**config.mk**
```make
export PLATFORM = sky130hd
export DESIGN_NAME = dm_port_arbiter
export DESIGN_NICKNAME = d
export VERILOG_FILES = /design/src/rtl/dm_arb_pkg.sv /design/src/rtl/dm_port_arbiter_sat_counter.sv /design/src/rtl/dm_port_arbiter.sv
export SDC_FILE = /design/constraint.sdc
export NUM_CORES = 1
export LEC_CHECK = 0
export BUFFER_PORTS_ARGS = -buffer_cell sky130_fd_sc_hd__buf_4
export CAP_MARGIN = 20
export CORE_ASPECT_RATIO = 0.75
export CORE_UTILIZATION = 38
export DETAILED_ROUTE_END_ITERATION = 8
export HOLD_SLACK_MARGIN = 0.08
export PLACE_DENSITY = 0.89
export RECOVER_POWER = 25
export SETUP_SLACK_MARGIN = 0.15
export SYNTH_ARGS = -nofsm -noshare
export SYNTH_HDL_FRONTEND = slang
export SYNTH_SLANG_ARGS = --single-unit
export TNS_END_PERCENT = 30
```
**constraint.sdc**
```tcl
create_clock -name clk -period 2.34 [get_ports clk]
set_input_delay 0.468 -clock clk [delete_from_list [all_inputs] [get_ports clk]]
set_output_delay 0.468 -clock clk [all_outputs]
set_load 0.05 [all_outputs]
```
**src/rtl/dm_arb_pkg.sv**
```systemverilog
// Shared encodings and default policy constants for the DM port arbiter.
package dm_arb_pkg;

  typedef enum logic {
    S_CORE  = 1'b0,
    S_FORCE = 1'b1
  } arb_state_t;

  typedef enum logic [1:0] {
    OWN_NONE = 2'd0,
    OWN_CORE = 2'd1,
    OWN_DMA  = 2'd2
  } owner_t;

  localparam int STARVE_LIMIT_DEF = 8;
  localparam int BURST_MAX_DEF    = 4;

endpackage

```
**src/rtl/dm_port_arbiter_sat_counter.sv**
```systemverilog
// Saturating up-counter with clear. clr and inc together load 1, which lets
// the caller restart a count on the same cycle that counts as the first event.
module sat_counter #(
  parameter int MAX = 8,
  parameter int W   = $clog2(MAX + 1)
) (
  input  logic         clk,
  input  logic         reset,
  input  logic         clr,
  input  logic         inc,
  output logic [W-1:0] cnt
);

  // Count register: reset/clear first, then saturating increment.
  always_ff @(posedge clk) begin
    if (reset)
      cnt <= '0;
    else if (clr)
      cnt <= inc ? W'(1) : '0;
    else if (inc && cnt < W'(MAX))
      cnt <= cnt + W'(1);
  end

endmodule

```
**src/rtl/dm_port_arbiter.sv**
```systemverilog
// Shares the DM port between the core (priority) and a DMA requester.
// A starvation counter forces a bounded DMA burst that stalls the core.
module dm_port_arbiter
  import dm_arb_pkg::*;
#(
  parameter int DMA_SIZE     = 16,
  parameter int DMD_SIZE     = 16,
  parameter int STARVE_LIMIT = STARVE_LIMIT_DEF,
  parameter int BURST_MAX    = BURST_MAX_DEF
) (
  input  logic                clk,
  input  logic                reset,
  input  logic                core_cslt,
  input  logic                core_wrb,
  input  logic [DMA_SIZE-1:0] core_add,
  input  logic [DMD_SIZE-1:0] core_wdt,
  output logic                core_stall,
  output logic                core_rvalid,
  input  logic                dma_req,
  input  logic                dma_wrb,
  input  logic [DMA_SIZE-1:0] dma_add,
  input  logic [DMD_SIZE-1:0] dma_wdt,
  output logic                dma_gnt,
  output logic                dma_rvalid,
  output logic                arb_dm_cslt,
  output logic                arb_dm_wrb,
  output logic [DMA_SIZE-1:0] arb_dm_add,
  output logic [DMD_SIZE-1:0] arb_dm_wdt,
  input  logic [DMD_SIZE-1:0] dm_arb_rdt
);

  localparam int SW = $clog2(STARVE_LIMIT + 1);
  localparam int BW = $clog2(BURST_MAX + 1);

  arb_state_t    state, state_nxt;
  owner_t        owner, rd_owner;
  logic [SW-1:0] starve_cnt;
  logic [BW-1:0] burst_cnt;
  logic          s_clr, s_inc, b_clr, b_inc;
  logic          mux_wrb;

  sat_counter #(.MAX(STARVE_LIMIT), .W(SW)) u_starve (
    .clk(clk), .reset(reset), .clr(s_clr), .inc(s_inc), .cnt(starve_cnt)
  );

  sat_counter #(.MAX(BURST_MAX), .W(BW)) u_burst (
    .clk(clk), .reset(reset), .clr(b_clr), .inc(b_inc), .cnt(burst_cnt)
  );

  // Ownership policy and counter control for this cycle.
  always_comb begin
    state_nxt = state;
    owner     = OWN_NONE;
    s_clr     = 1'b0;
    s_inc     = 1'b0;
    b_clr     = 1'b0;
    b_inc     = 1'b0;
    case (state)
      S_CORE: begin
        if (dma_req && starve_cnt == SW'(STARVE_LIMIT)) begin
          owner     = OWN_DMA;
          state_nxt = S_FORCE;
          b_inc     = 1'b1;  // burst_cnt is 0 in S_CORE, so this loads 1
          s_clr     = 1'b1;
        end else if (core_cslt) begin
          owner = OWN_CORE;
          if (dma_req) s_inc = 1'b1;
          else         s_clr = 1'b1;
        end else begin
          if (dma_req) owner = OWN_DMA;
          s_clr = 1'b1;
        end
      end
      S_FORCE: begin
        if (dma_req && burst_cnt < BW'(BURST_MAX)) begin
          owner = OWN_DMA;
          b_inc = 1'b1;
          s_clr = 1'b1;
        end else begin
          state_nxt = S_CORE;
          b_clr     = 1'b1;
          s_clr     = 1'b1;
          // A core win over a still-pending DMA here is the first denied
          // cycle of the next window, keeping the saturated cadence at
          // exactly STARVE_LIMIT core / BURST_MAX DMA cycles.
          if (core_cslt) begin
            owner = OWN_CORE;
            s_inc = dma_req;
          end else if (dma_req) begin
            owner = OWN_DMA;
          end
        end
      end
      default: state_nxt = S_CORE;
    endcase
  end

  assign mux_wrb = (owner == OWN_DMA) ? dma_wrb : core_wrb;

  // State register and read-return owner tracking (1-cycle DM read latency).
  always_ff @(posedge clk) begin
    if (reset) begin
      state    <= S_CORE;
      rd_owner <= OWN_NONE;
    end else begin
      state    <= state_nxt;
      rd_owner <= (owner != OWN_NONE && !mux_wrb) ? owner : OWN_NONE;
    end
  end

  // Memory-side mux and handshakes; everything is held low during reset.
  always_comb begin
    arb_dm_cslt = 1'b0;
    arb_dm_wrb  = 1'b0;
    arb_dm_add  = '0;
    arb_dm_wdt  = '0;
    dma_gnt     = 1'b0;
    core_stall  = 1'b0;
    core_rvalid = 1'b0;
    dma_rvalid  = 1'b0;
    if (!reset) begin
      arb_dm_cslt = (owner != OWN_NONE);
      arb_dm_wrb  = (owner != OWN_NONE) && mux_wrb;
      arb_dm_add  = (owner == OWN_DMA) ? dma_add : core_add;
      arb_dm_wdt  = (owner == OWN_DMA) ? dma_wdt : core_wdt;
      dma_gnt     = (owner == OWN_DMA);
      core_stall  = core_cslt && (owner == OWN_DMA);
      core_rvalid = (rd_owner == OWN_CORE);
      dma_rvalid  = (rd_owner == OWN_DMA);
    end
  end

endmodule
```
==> flow_summary.toml <==
[clock_network]
cts_buffer_depth = 2
cts_inserted_buffers = 3
clock-root-buffer = "clkbuf_8"
cts.sinks = 10
clk_latency_ns = 0.24
cts_tree = "built"
ctsHoldBuffers = 0
clk_pin_slew_ns = 0.05
htreeDepth = 1

[routing]
drc = 0
drt-total-wl_mm = 4.91
detail_route.vias_per_cell = 4.76
vias = 1600
drt_iter0_drc = 39
ant_nets = 0
wl_per_cell_um = 14.6
dr.pass1.iters = 4

[setup_path]
worstSetupPathType = "reg2out"
cpMostUsedCell = "buf_6"
cp-end-kind = "output port"
start_kind = "register"
crit_path_max_incr_delay_ns = 0.33
critPathSlowestCell = "dfxtp_2"
crit_fanout = 5
cp_num_buf_inv = 4
cp.required_ns = 1.87
cp.arrival_ns = 1.91
cp_top_family = "buffers and inverters"
critical_path.cell_chain = "inv_2 -> ha_4 -> nand3b_4 -> a311oi_4 -> buf_6 -> clkbuf_16 -> mux2i_4 -> buf_6"

[sta]
fin_skew_ns = 0.00126
drv_slew = 0
rsz0062_at_grt = "yes"
layout_min_cycle_time_ns = 2.38
setup_viol = 19
final_hold_viol_count = 0
worst_pin_slew_ns = 0.468
setup_ws_ns = -0.0410
relSlewSlack = 0.688
fin_crit_sh = 1.02
fmax_mhz = 420

[pwr]
p_int_uw = 600
cellPowerDensity_nw_per_um2 = 340
seqPwrFrac = 0.179
clockPowerShare = 0.222
netSwitchingPower_uw = 373
p_leak_uw = 0.00123
swShare = 0.383
irDropWorstVdd_mv = 0.340
power_frac_comb = 0.599

[synth]
yosysSeqAreaShare = 0.143
synthAdderAreaFrac = 0.0267
ys.flop_type = "dfxtp_1"
synth_area_leaders = "nand2b_1, mux2i_1, dfxtp_1"
ys_warn_count = 0
synth_xor_area_frac = 0.00624
synthCells = 171
yosys-top-cells-count = "nand2b_1, mux2i_1, dfxtp_1, clkbuf_1"
syn_avg_cell_area_um2 = 8.21
synth.most_common_cell = "nand2b_1"
yosysTopAreaCell = "nand2b_1"
synth_compound_area_frac = 0.0829
syn-num-nets = 260
synth_edf_count = 0
async_reset_ff_frac = 0
netlist-cell-type-count = 31
synth_top_area_share = 0.294
syn-cell-area_um2 = 1400
ys_seq_elements = 10
muxShareOfSynthArea = 0.242
synth_top_family_by_area = "simple AND/OR/NAND/NOR gates"
yosys.area_share.simple = 0.406

[final_layout]
fin_nets = 376
final_core_util = 0.841
fin_area_um2 = 2860
syn2layout_area_growth_pct = 104
diodes = 0
drive_gt1_frac = 0.605

[floorplan]
dieArea_um2 = 3940
start_util = 0.413
coreArea_um2 = 3400
die_w_um = 72.2
io_pins = 124
die_y_um = 54.6
rows = 18

[hold_path]
min-delay-path-class = "in2reg"

[place]
portBuffers = 107
dp_hpwl_mm = 3.20
place.gp.congestion = 0.811
placedInstanceArea_um2 = 2480

[run_status]
status = "finished, violations left"
failed_checks = "setup timing"

[flow_run]
drv_cap = 0

[global_route]
grt_pass1_vias = 1471
grt_antenna_before_repair = 0
grt_overflow_total = 0
grt_max_degree = 64
gr-usage-all-layers = 0.206
grt_pass1_wl_mm = 6.27
power groups by stage:
stage / clock network [uW] / registers (uW) / logic (uW)
after CTS: 220 / 174 / 557
final: 216 / 174 / 582
after floorplan: 0 / 177 / 336
after global routing: 233 / 174 / 607
after detailed placement: 0 / 177 / 508
after global placement: 0 / 177 / 500
kinds of logic after synthesis:
family | Yosys count
and+or+nand+nor | 89
muxes | 34
buffers and inverters | 18
AOI/OAI and AO/OA | 16
DFF | 10
adders and majority gates | 3
xor gates and xnor gates | 1
per-stage QoR:
step / std cells / hold WS (ns) / setup WS (ns) / total power, uW / TNS [ns]
after floorplan: 171 / 0.479 / -0.140 / 513 / -0.359
after global placement: 326 / 0.494 / -0.0812 / 677 / -1.59
after detailed placement: 326 / 0.504 / -0.0803 / 685 / -1.65
after CTS: 334 / 0.495 / -0.101 / 951 / -1.92
after global routing: 336 / 0.515 / -0.0917 / 1010 / -2.14
final: 336 / 0.512 / -0.0410 / 972 / -0.285
path summary, 6_finish.rpt:
check                          startpoint  cells after the start  slack [ns]                     endpoint
max          u_starve.cnt[0]$_SDFFE_PP0P_                      8       -0.04                arb_dm_add[3]
max reg2reg  u_starve.cnt[0]$_SDFFE_PP0P_                      7        0.95       rd_owner[1]$_SDFF_PP0_
min reg2reg   u_burst.cnt[1]$_SDFFE_PP0P_                      2        0.54  u_burst.cnt[1]$_SDFFE_PP0P_
min                              core_wrb                      2        0.51       rd_owner[0]$_SDFF_PP0_
what timing repair did:
action,in CTS,in global routing
setup buffers,3,1
gates cloned,1,1
setup endpoints to repair,34,35
resized for setup,45,14
pin swaps,2,2
endpoints found under the hold margin,0,0
final cells by class:
| class | instances | area, um^2 |
|---|---|---|
| inverters | 5 | 18.8 |
| flip-flops and latches | 10 | 203 |
| repair buffers | 124 | 1140 |
| multi-input cells | 143 | 1380 |
| fillers | 188 | 541 |
| well taps | 50 | 62.6 |
| clock buffers | 4 | 55.1 |
layout by cell type (no fill, tap or decap), types with 3 or more instances in the layout:
cell type and instances:
inv_1 3, dfxtp_1 8, nand2b_1 66, mux2i_4 15, buf_6 36, nor2b_1 4, nand2_1 4, clkbuf_8 4
a21oi_1 5, nor2_1 3, mux2i_2 18, buf_4 82
metal layers:
layer,vias to the layer above,global-route usage,share of wire
li1,801,-,-
met1,727,0.221,0.39
met2,68,0.403,0.54
met3,4,0.0552,0.068
met4,0,0.0621,0.0071
met5,-,0,0
registers in the layout, summed over array words and instances (netlist names):
signal        count
u_starve.cnt      4
u_burst.cnt       3
rd_owner          2
state             1
Power figures use the tool's default switching activity.
